**config.mk**
```make
export PLATFORM = sky130hd
export DESIGN_NAME = simd_mem_stream_reader
export DESIGN_NICKNAME = d
export VERILOG_FILES = /design/src/rtl/simd_mem_stream_reader.sv
export SDC_FILE = /design/constraint.sdc
export NUM_CORES = 1
export LEC_CHECK = 0
export CAP_MARGIN = 25
export CORE_ASPECT_RATIO = 2
export CORE_MARGIN = 1.5
export CORE_UTILIZATION = 55
export DETAILED_ROUTE_END_ITERATION = 6
export HOLD_SLACK_MARGIN = 0.06
export PLACE_DENSITY = 0.85
export SYNTH_ARGS = -nofsm -noshare
export SYNTH_HDL_FRONTEND = slang
export SYNTH_SLANG_ARGS = --single-unit
```
**constraint.sdc**
```tcl
create_clock -name clk_i -period 5.6 [get_ports clk_i]
set_input_delay 1.4 -clock clk_i [delete_from_list [all_inputs] [get_ports clk_i]]
set_output_delay 1.4 -clock clk_i [all_outputs]
set_load 0.005 [all_outputs]
```
**src/rtl/simd_mem_stream_reader.sv**
```systemverilog
// simd_mem_stream_reader
//   Read-side initiator for a single-port SIMD scratch RAM that has registered
//   read data (one-cycle latency). A start command (base, stride, count) makes
//   the block issue count reads at base, base+stride, ... (addresses wrap), and
//   return the words in order on a valid/ready stream. A small return FIFO
//   absorbs the RAM latency and downstream backpressure.
//
// Ports
//   clk_i          clock, posedge
//   reset_i        synchronous active-high reset
//   start_i        command strobe, accepted only while idle
//   base_addr_i    first read address (sampled with start_i)
//   stride_i       address increment (sampled with start_i)
//   count_i        number of words to read (sampled with start_i)
//   busy_o         command in progress
//   done_o         one-cycle completion pulse
//   read_req_o     RAM read strobe
//   read_addr_o    RAM read address
//   read_data_i    RAM read data, valid the cycle after read_req_o
//   m_valid_o      stream word available
//   m_ready_i      downstream accepts the word
//   m_data_o       stream word
//   m_last_o       current stream word is the final word of the command
module simd_mem_stream_reader #(
  parameter int unsigned DATA_WIDTH = 32,
  parameter int unsigned ADDR_WIDTH = 10,
  parameter int unsigned CNT_WIDTH  = 16,
  parameter int unsigned FIFO_DEPTH = 4
) (
  input  logic                  clk_i,
  input  logic                  reset_i,
  input  logic                  start_i,
  input  logic [ADDR_WIDTH-1:0] base_addr_i,
  input  logic [ADDR_WIDTH-1:0] stride_i,
  input  logic [CNT_WIDTH-1:0]  count_i,
  output logic                  busy_o,
  output logic                  done_o,
  output logic                  read_req_o,
  output logic [ADDR_WIDTH-1:0] read_addr_o,
  input  logic [DATA_WIDTH-1:0] read_data_i,
  output logic                  m_valid_o,
  input  logic                  m_ready_i,
  output logic [DATA_WIDTH-1:0] m_data_o,
  output logic                  m_last_o
);

  localparam int unsigned PtrW = (FIFO_DEPTH > 1) ? $clog2(FIFO_DEPTH) : 1;
  localparam int unsigned OccW = PtrW + 1;
  localparam logic [OccW-1:0] DepthOcc = OccW'(FIFO_DEPTH);

  localparam logic [1:0] StIdle  = 2'd0;
  localparam logic [1:0] StRun   = 2'd1;
  localparam logic [1:0] StDrain = 2'd2;

  logic [1:0]            state_q, state_d;
  logic [ADDR_WIDTH-1:0] addr_q, addr_d;
  logic [ADDR_WIDTH-1:0] stride_q, stride_d;
  logic [CNT_WIDTH-1:0]  issue_left_q, issue_left_d;
  logic [CNT_WIDTH-1:0]  out_left_q, out_left_d;
  logic                  pending_q;
  logic                  done_q, done_d;

  logic [DATA_WIDTH-1:0] fifo_mem [FIFO_DEPTH];
  logic [PtrW-1:0]       wr_ptr_q, rd_ptr_q;
  logic [OccW-1:0]       occ_q, occ_d;

  logic [OccW-1:0] in_flight;
  logic            issue;
  logic            push;
  logic            pop;
  logic            fifo_empty;

  // Credit check: a slot is reserved for the read already in flight, so the
  // FIFO can never overflow. Uses registered state only, never m_ready_i.
  assign in_flight  = occ_q + OccW'(pending_q);
  assign issue      = (state_q == StRun) && (issue_left_q != '0) && (in_flight < DepthOcc);
  assign fifo_empty = (occ_q == '0);
  assign push       = pending_q;
  assign pop        = ~fifo_empty & m_ready_i;

  always_comb begin
    state_d      = state_q;
    addr_d       = addr_q;
    stride_d     = stride_q;
    issue_left_d = issue_left_q;
    out_left_d   = out_left_q;
    done_d       = 1'b0;

    case (state_q)
      StIdle: begin
        if (start_i) begin
          if (count_i == '0) begin
            done_d = 1'b1;
          end else begin
            state_d      = StRun;
            addr_d       = base_addr_i;
            stride_d     = stride_i;
            issue_left_d = count_i;
            out_left_d   = count_i;
          end
        end
      end
      StRun: begin
        if (issue) begin
          addr_d       = addr_q + stride_q;
          issue_left_d = issue_left_q - 1'b1;
          if (issue_left_q == CNT_WIDTH'(1)) begin
            state_d = StDrain;
          end
        end
      end
      StDrain: begin
      end
      default: state_d = StIdle;
    endcase

    // The final word always leaves after the last read was issued, so this
    // only ever fires in StDrain.
    if (pop) begin
      out_left_d = out_left_q - 1'b1;
      if (out_left_q == CNT_WIDTH'(1)) begin
        done_d  = 1'b1;
        state_d = StIdle;
      end
    end
  end

  assign occ_d = occ_q + OccW'(push) - OccW'(pop);

  always_ff @(posedge clk_i) begin
    if (reset_i) begin
      state_q      <= StIdle;
      addr_q       <= '0;
      stride_q     <= '0;
      issue_left_q <= '0;
      out_left_q   <= '0;
      pending_q    <= 1'b0;
      done_q       <= 1'b0;
      wr_ptr_q     <= '0;
      rd_ptr_q     <= '0;
      occ_q        <= '0;
    end else begin
      state_q      <= state_d;
      addr_q       <= addr_d;
      stride_q     <= stride_d;
      issue_left_q <= issue_left_d;
      out_left_q   <= out_left_d;
      pending_q    <= issue;
      done_q       <= done_d;
      wr_ptr_q     <= wr_ptr_q + PtrW'(push);
      rd_ptr_q     <= rd_ptr_q + PtrW'(pop);
      occ_q        <= occ_d;
    end
  end

  // Storage needs no reset; occupancy gates every read of it.
  always_ff @(posedge clk_i) begin
    if (push && !reset_i) begin
      fifo_mem[wr_ptr_q] <= read_data_i;
    end
  end

  assign busy_o      = (state_q != StIdle);
  assign done_o      = done_q;
  assign read_req_o  = issue;
  assign read_addr_o = addr_q;
  assign m_valid_o   = ~fifo_empty;
  assign m_data_o    = fifo_empty ? '0 : fifo_mem[rd_ptr_q];
  assign m_last_o    = ~fifo_empty & (out_left_q == CNT_WIDTH'(1));

endmodule
```
# ---- Yosys cells after proc, flatten, opt, wreduce, memory -nomap -nowiden
# Memories as Yosys holds them, arrays and structs flattened. A register that Yosys moved wholly into a read port is not among the register bits.
# Index checks and enable logic that the tools add are counted.
dict set report word_totals {
  memories 1
  inputBits 72
  reg_bits 63
  mem_bits_rw 128
  output_inout_bits 47
  wordCells 72
}
# memory words width rd rd_clocked_by_memory_dff write_ports line_no
set memory_table {}
lappend memory_table {fifo_mem 4 32 1 1 1 63} ;# logic [DATA_WIDTH-1:0] fifo_mem [FIFO_DEPTH];
dict set report classes {
  eq_ne 8
  mux 26
  n_addsub 7
  reduce_logical 15
  order_cmp 1
  bitwise_logic 4
}
# op n
set op_table {}
lappend op_table {{2-to-1 mux 16 bit} 5}
lappend op_table {{equality test 16 x 1 -> 1 bit, second input constant} 2}
lappend op_table {{2-to-1 mux 32 bit} 1}
lappend op_table {{one-hot mux 16 bit (2 select lines)} 1}
lappend op_table {{subtractor 16 x 1 -> 16 bit, second input constant} 2}
lappend op_table {{2-to-1 mux 10 bit} 3}
lappend op_table {{one-hot mux 10 bit (2 select lines)} 1}
lappend op_table {{logical NOT 16 bit} 1}
lappend op_table {{nonzero test 16 bit} 1}
lappend op_table {{2-to-1 mux 2 bit} 7}
lappend op_table {{adder 10 bit} 1}
lappend op_table {{inequality test 2 bit, second input constant} 4}
lappend op_table {{nonzero test 2 bit} 4}
lappend op_table {{2-to-1 mux 1 bit} 7}
lappend op_table {{one-hot mux 2 bit (3 select lines)} 1}
lappend op_table {{AND reduction 3 bit} 2}
lappend op_table {{adder 2 x 1 -> 2 bit} 2}
lappend op_table {{AND reduction 4 bit} 1}
lappend op_table {{adder 3 x 1 -> 3 bit} 1}
lappend op_table {{logical AND 1 bit} 3}
lappend op_table {{logical NOT 3 bit} 1}
lappend op_table {{less-than comparator 3 bit, second input constant} 1}
lappend op_table {{subtractor 3 x 1 -> 3 bit} 1}
lappend op_table {{AND 1 bit} 2}
lappend op_table {{5 further kinds} 6}

# ---- Depth between registers and ports, before layout
# Gate-level depths: netlist of run 1.
dict set report depth {
  word_depth 7
  ltp_mapped 9
  mapped_depth_nobuf 7
}

# ---- Worst setup path before layout of run 1
# No wires, ideal clock.
dict set report synth_path {
  kind {in2reg}
  startpoint {input port reset_i}
  endpoint {memory fifo_mem[0][0], enable pin}
  arrival_time_ps 4180
  setup_ps 468
  required_ps 5132
  path_slack_ps 952
  path_stages 3
  n_path_buf 1
  cell_sequence {clkbuf_1 > nor2b_1 > nor3b_1}
}
dict set report synth_between {
  elab_chain_cells 4
}
# item line_no
set synth_lines {}
lappend synth_lines {{from (decl)} 31} ;# input logic reset_i,
lappend synth_lines {{logical NOT 1 bit} 158} ;# if (push && !reset_i) begin
lappend synth_lines {{logical AND 1 bit} 158}
lappend synth_lines {{2-to-1 mux 1 bit} 158}
lappend synth_lines {{2-to-1 mux 1 bit (not written as such)} 159} ;# fifo_mem[wr_ptr_q] <= read_data_i;
lappend synth_lines {{to (decl)} 63}
# Every way passes these cells.

# ---- Worst setup path in the final report of run 1
dict set report layout_path {
  startpoint {register out_left_q[10]}
  endpoint {output port m_last_o}
}
dict set report layout_between {
  elab_chain_cells 2
}
# item line_no
set layout_lines {}
lappend layout_lines {{from (decl)} 59} ;# logic [CNT_WIDTH-1:0] out_left_q, out_left_d;
lappend layout_lines {{from (signal assigned)} 147} ;# out_left_q <= out_left_d;
lappend layout_lines {{equality test 16 x 1 -> 1 bit} 169} ;# assign m_last_o = ~fifo_empty & (out_left_q == CNT_WIDTH'(1));
lappend layout_lines {{AND 1 bit} 169}
lappend layout_lines {{to (decl)} 44} ;# output logic m_last_o
# Every way passes these cells.

==> results of run 1 <==
flip-flops by register name, summed over array words and instances (netlist names):
name          flops
fifo_mem        128
issue_left_q     16
out_left_q       16
read_addr_o      10
stride_q         10
occ_q             3
rd_ptr_q          2
state_q           2
wr_ptr_q          2
done_o            1
pending_q         1
worst register-to-register path: cells and delay by family, from the launching register on:
kind             cells  cell delay, ns
AO/OA/AOI/OAI        2            1.35
AND/OR/NAND/NOR      3            1.00
flip-flops           1            0.35
cells in the mapped netlist (3+ instances only):
| library cell | number |
|---|---|
| a2111oi_0 | 3 |
| a211oi_1 | 5 |
| a21oi_1 | 51 |
| a221oi_1 | 3 |
| a22oi_1 | 8 |
| a311oi_1 | 7 |
| a31oi_1 | 6 |
| a32o_1 | 4 |
| a32oi_1 | 3 |
| and2_1 | 5 |
| and3_1 | 8 |
| buf_1 | 6 |
| buf_2 | 5 |
| buf_6 | 3 |
| clkbuf_1 | 27 |
| dfxtp_1 | 63 |
| edfxtp_1 | 128 |
| ha_1 | 20 |
| inv_1 | 14 |
| mux2i_1 | 3 |
| mux4_2 | 32 |
| nand2_1 | 59 |
| nand2b_1 | 3 |
| nand3_1 | 9 |
| nand3b_1 | 3 |
| nand4_1 | 5 |
| nor2_1 | 42 |
| nor2b_1 | 39 |
| nor3_1 | 25 |
| nor3b_1 | 8 |
| nor4_1 | 8 |
| o211ai_1 | 4 |
| o21ai_0 | 17 |
| o22ai_1 | 6 |
| o32ai_1 | 8 |
| xnor2_1 | 5 |
layout make-up:
| cell class | instances | area share |
|---|---|---|
| multi-input combinational | 440 | 0.315 |
| tap | 198 | 0.0235 |
| clock buffer | 22 | 0.0462 |
| clock inverter | 10 | 0.00570 |
| inverter | 15 | 0.00558 |
| sequential | 191 | 0.485 |
| timing repair buffer | 129 | 0.119 |
power breakdown:
group          switching (mW)  internal (mW)  total, mW
Clock                   0.496          0.617       1.11
Combinational           0.694          0.731       1.43
Sequential              0.121           1.60       1.72
metrics by stage:
| step | total power, mW | utilization | setup WS (ns) | area [sq um] | hold slack, ns |
|---|---|---|---|---|---|
| floorplan | 2.57 | - | 0.952 | 8660 | 0.440 |
| global placement | 3.10 | 0.650 | 1.74 | 9990 | 0.446 |
| detailed placement | 3.17 | 0.650 | 1.65 | 9990 | 0.454 |
| CTS | 4.28 | 0.685 | 1.30 | 10500 | 0.464 |
| global route | 4.47 | 0.685 | 1.24 | 10500 | 0.493 |
| finish | 4.26 | 0.685 | 1.32 | 10500 | 0.464 |
worst paths after layout:
| path | start | to | slack (ns) |
|---|---|---|---|
| worst max register to register | occ_q[2] | out_left_q[12] | 2.77 |
| worst max-delay path | out_left_q[10] | m_last_o | 1.32 |
| worst min register to register | stride_q[4] | stride_q[4] | 0.46 |
| worst min-delay path | stride_q[4] | stride_q[4] | 0.46 |
layer usage:
layer  up-vias  wire length [um]  GRT usage
li1       2851                 -          -
met3        78              1220     0.0464
met1      3062              6930      0.251
met2       318             11400      0.487
met4         0              1070      0.163
met5         -                 0          0
kinds of logic after synthesis:
kind of cell / count (synthesis) / synth area share
compound gates: 146 / 0.116
xor+xnor: 7 / 0.00708
fa+ha+maj: 21 / 0.0312
buf+inv: 58 / 0.0296
flops: 191 / 0.590
mux: 36 / 0.0880
simple gates: 230 / 0.139
==> impl_metrics.env, run 1 <==
export IMPL_rows=64
export IMPL_leakagePower_nw=3.58
export IMPL_cellPowerDensity_mw_per_mm2=404
export IMPL_finalCritPeriodShare=0.763
export IMPL_crit_arrival_ns=2.88
export IMPL_layout_common_cells="edfxtp_1 (128), clkdlybuf4s50_1 (117), dfxtp_1 (62)"
export IMPL_gr_usage_all_layers=0.258
export IMPL_drc=0
export IMPL_overflow=0
export IMPL_seq_area_sq_mm=0.00511
export IMPL_ys_async_sr_fraction=0
export IMPL_area_growth_pct=21.6
export IMPL_grt_max_degree=58
export IMPL_drt_iter0_drc=319
export IMPL_slew_violations=0
export IMPL_hp_class="reg -> reg"
export IMPL_path_class="reg -> out"
export IMPL_yosysSeqAreaShare=0.590
export IMPL_core_area_sq_mm=0.0154
export IMPL_drive_gt1_frac=0.114
export IMPL_yosysTopAreaCell="edfxtp_1"
export IMPL_yosys_warnings=0
export IMPL_multi_input_area_sq_mm=0.00332
export IMPL_firstDrtPassIters=5
export IMPL_h_tree_depth=4
export IMPL_fin_skew_ns=0.0137
export IMPL_clk_latency_ns=0.43
export IMPL_place_hpwl_um=14400
export IMPL_vdd_drop_max_uv=262
export IMPL_fin_cells=1005
export IMPL_syn_area_per_cell_sq_um=12.6
export IMPL_synth_area_leaders="edfxtp_1 (44%), dfxtp_1 (15%), mux4_2 (8.3%), a21oi_1 (2.9%), ha_1 (2.9%)"
export IMPL_io_buffers=118
export IMPL_grt_antenna_before_repair=0
export IMPL_reg2reg_depth=5
export IMPL_synth_seq_cells=191
export IMPL_grt_pass1_wl_um=32800
export IMPL_synth_fp_nets=782
export IMPL_required_ns=4.20
export IMPL_clockRootBuffer="clkbuf_16"
export IMPL_cts_buffer_depth=2
export IMPL_nNetsFinal=887
export IMPL_status="complete, no violations"
export IMPL_post_cts_buffers=0
export IMPL_synth_cell_types=73
export IMPL_crit_family="simple AND/OR/NAND/NOR gates"
export IMPL_synth_top_area_frac=0.444
export IMPL_synth_edff_count=128
export IMPL_dieArea_sq_mm=0.0166
export IMPL_setup_viol=0
export IMPL_fp_dieW_um=91.7
export IMPL_clkTransAtPathRegs_ns=0.07
export IMPL_timing_fmax_mhz=234
export IMPL_start_util=0.563
export IMPL_period_minus_slack_ns=4.28
export IMPL_tns_ns=0
export IMPL_diodes=0
export IMPL_worstMarginPinSlew_ns=1.04
export IMPL_clkSinkCount=191
export IMPL_hold_depth=2
export IMPL_cts_tree="done"
export IMPL_drtAntennaViolNets=0
export IMPL_rsz0062_at_grt="no"
export IMPL_vias=6309
export IMPL_cap_violations=0
export IMPL_relSlewSlack=0.304
export IMPL_finalWeightedCongestion=0.891
export IMPL_critPathBufInv=1
export IMPL_critPathLaunchType="flop"
export IMPL_dp_cells=973
export IMPL_crit_chain="or4_1 -> nor3_1 -> and3_1 -> and2_1 -> clkdlybuf4s50_1"
export IMPL_cts_resized=0
export IMPL_fillers=1091
export IMPL_cts_buffers=17
export IMPL_finalHoldViolations=0
export IMPL_synth_cells=689
export IMPL_slowest_stage="or4_1"
export IMPL_syn_area_sq_mm=0.00866
export IMPL_wl_per_cell_um=20.5
export IMPL_io_pins=119
export IMPL_vias_per_cell=6.28
export IMPL_crit_fanout=7
export IMPL_grt_pass1_vias=6649
export IMPL_drt_wl_total_um=20600
export IMPL_dieHeight_um=180
export IMPL_ys_flop_type="edfxtp_1"
export IMPL_final_common_cell="edfxtp_1"
export IMPL_cts_hold_buf=0
export IMPL_cp_depth=5
export IMPL_max_stage_delay_ns=0.61
export IMPL_end_kind="output pin"
Power figures use the tool's default switching activity.
==> run 2, diff against run 1 <==
==> constraint.sdc (replaced) <==
create_clock -name clk_i -period 4.45 [get_ports clk_i]
set_input_delay 1.1125 -clock clk_i [delete_from_list [all_inputs] [get_ports clk_i]]
set_output_delay 1.1125 -clock clk_i [all_outputs]
set_load 0.005 [all_outputs]
==> run 2 against run 1 <==
- critical path depth unchanged
- die area unchanged
- largest power group unchanged
- first-iteration DRC count up 28%
- worst setup slack worse by 0.72 ns
- combinational power up 27%
- register-to-register slack worse by 0.72 ns
- cell count up 0.50%
- highest routed layer unchanged
- global-route usage about the same
==> impl_metrics.env, run 2 (same netlist as run 1, synthesis figures left out) <==
export IMPL_layout_common_cells="edfxtp_1 (128), clkdlybuf4s50_1 (117), dfxtp_1 (62)"
export IMPL_h_tree_depth=4
export IMPL_dieHeight_um=180
export IMPL_area_growth_pct=23.1
export IMPL_place_hpwl_um=14300
export IMPL_use_met3=0.0519
export IMPL_crit_arrival_ns=2.74
export IMPL_top_usage_layer="met2"
export IMPL_firstDrtPassIters=5
export IMPL_io_buffers=118
export IMPL_drive_gt1_frac=0.119
export IMPL_rows=64
export IMPL_timing_fmax_mhz=260
export IMPL_vdd_drop_max_uv=294
export IMPL_dieArea_sq_mm=0.0166
export IMPL_rsz0062_at_grt="no"
export IMPL_grt_use_met1=0.262
export IMPL_gr_usage_all_layers=0.258
export IMPL_finalCritPeriodShare=0.865
export IMPL_status="complete, no violations"
export IMPL_drt_wl_total_um=20800
export IMPL_end_kind="output pin"
export IMPL_nNetsFinal=892
export IMPL_largest_register="fifo_mem"
export IMPL_drt_iter0_drc=408
export IMPL_overflow=0
export IMPL_setup_slack_ns=0.601
export IMPL_tns_ns=0
export IMPL_relSlewSlack=0.429
export IMPL_worstMarginPinSlew_ns=0.854
export IMPL_leakagePower_nw=3.62
export IMPL_cap_violations=0
export IMPL_cts_buffer_depth=2
export IMPL_largest_reg_flops=128
export IMPL_grt_antenna_before_repair=0
export IMPL_start_util=0.563
export IMPL_cts_hold_buf=0
export IMPL_slew_violations=0
export IMPL_post_cts_buffers=0
export IMPL_drc=0
export IMPL_drtAntennaViolNets=0
export IMPL_grt_pass1_wl_um=32800
export IMPL_clkTransAtPathRegs_ns=0.07
export IMPL_cellPowerDensity_mw_per_mm2=522
export IMPL_finalWeightedCongestion=0.898
export IMPL_finalHoldViolations=0
export IMPL_post_dp_cell_area_sq_mm=0.0100
export IMPL_wl_per_cell_um=20.6
export IMPL_grt_max_degree=56
export IMPL_stdcell_area_sq_mm=0.0107
export IMPL_core_area_sq_mm=0.0154
export IMPL_crit_fanout=7
export IMPL_io_pins=119
export IMPL_period_minus_slack_ns=3.85
export IMPL_reg2reg_depth=7
export IMPL_met2_usage=0.478
export IMPL_clockRootBuffer="clkbuf_16"
export IMPL_setup_viol=0
export IMPL_cts_buffers=17
export IMPL_clkSinkCount=191
export IMPL_post_place_ws_ns=0.994
export IMPL_vias=6305
export IMPL_final_common_cell="edfxtp_1"
export IMPL_clk_latency_ns=0.43
export IMPL_hp_class="reg -> reg"
export IMPL_cts_tree="done"
export IMPL_grt_pass1_vias=6700
export IMPL_path_class="reg -> out"
export IMPL_required_ns=3.34
export IMPL_critPathLaunchType="flop"
export IMPL_fin_skew_ns=0.0109
export IMPL_vias_per_cell=6.24
export IMPL_hold_depth=2
export IMPL_reg_top3="fifo_mem (128), issue_left_q (16), out_left_q (16)"
export IMPL_cts_resized=0
export IMPL_fp_dieW_um=91.7
export IMPL_timing_hold_ws_ns=0.475
export IMPL_diodes=0
run 2: cell count changes in the layout (fill, tap and decap cells not counted), moves of 3 or more:
cell,delta
inv_4,-3
bufinv_16,+4
buf_4,+4
clkinv_4,+4
run 2: metal layers:
layer | vias up | wire length [um]
li1 | 2868 | -
met1 | 3021 | 7000
met2 | 349 | 11500
met3 | 67 | 1340
met4 | 0 | 998
met5 | - | 0
run 2: stage by stage:
| stage | util | cells | power [mW] |
|---|---|---|---|
| floorplan | - | 689 | 3.23 |
| global placement | 0.653 | 978 | 3.93 |
| detailed placement | 0.653 | 978 | 4.01 |
| CTS | 0.693 | 1010 | 5.60 |
| global route | 0.693 | 1010 | 5.82 |
| finish | 0.693 | 1010 | 5.57 |
run 2: worst max-delay path: stages (launching register included):
cell	delay, ns
dfxtp_1	0.37
or4_1	0.61
nor3_1	0.34
and3_1	0.35
and2_1	0.16
clkdlybuf4s50_1	0.49
run 2: area by class of cell:
| class | instances | area (sq um) |
|---|---|---|
| sequential | 191 | 5110 |
| fill | 1084 | 4720 |
| multi-input combinational | 440 | 3320 |
| timing repair buffer | 134 | 1310 |
| clock buffer | 20 | 437 |
| tap | 198 | 248 |
| clock inverter | 12 | 185 |
| inverter | 15 | 58.8 |
run 2: final timing paths:
path / start / to / slack [ns]
hold reg to reg: stride_q[6] / stride_q[6] / 0.48
setup reg to reg: read_addr_o[0] / read_addr_o[6] / 2.05
hold / removal: stride_q[6] / stride_q[6] / 0.48
setup / recovery: out_left_q[10] / m_last_o / 0.60
run 2: power breakdown:
group / leakage (nW) / switching (mW) / internal (mW)
clock network: 0.295 / 0.638 / 0.946
logic: 1.65 / 0.881 / 0.941
registers: 1.67 / 0.151 / 2.01
==> run 3, diff against run 2 <==
--- a/config.mk
+++ b/config.mk
@@ -12,6 +12,7 @@
 export DETAILED_ROUTE_END_ITERATION = 6
 export HOLD_SLACK_MARGIN = 0.06
 export PLACE_DENSITY = 0.85
+export SLEW_MARGIN = 20
 export SYNTH_ARGS = -nofsm -noshare
 export SYNTH_HDL_FRONTEND = slang
 export SYNTH_SLANG_ARGS = --single-unit
==> results of run 3 <==
The final DEF is identical to that of run 2; final timing and power are the same.
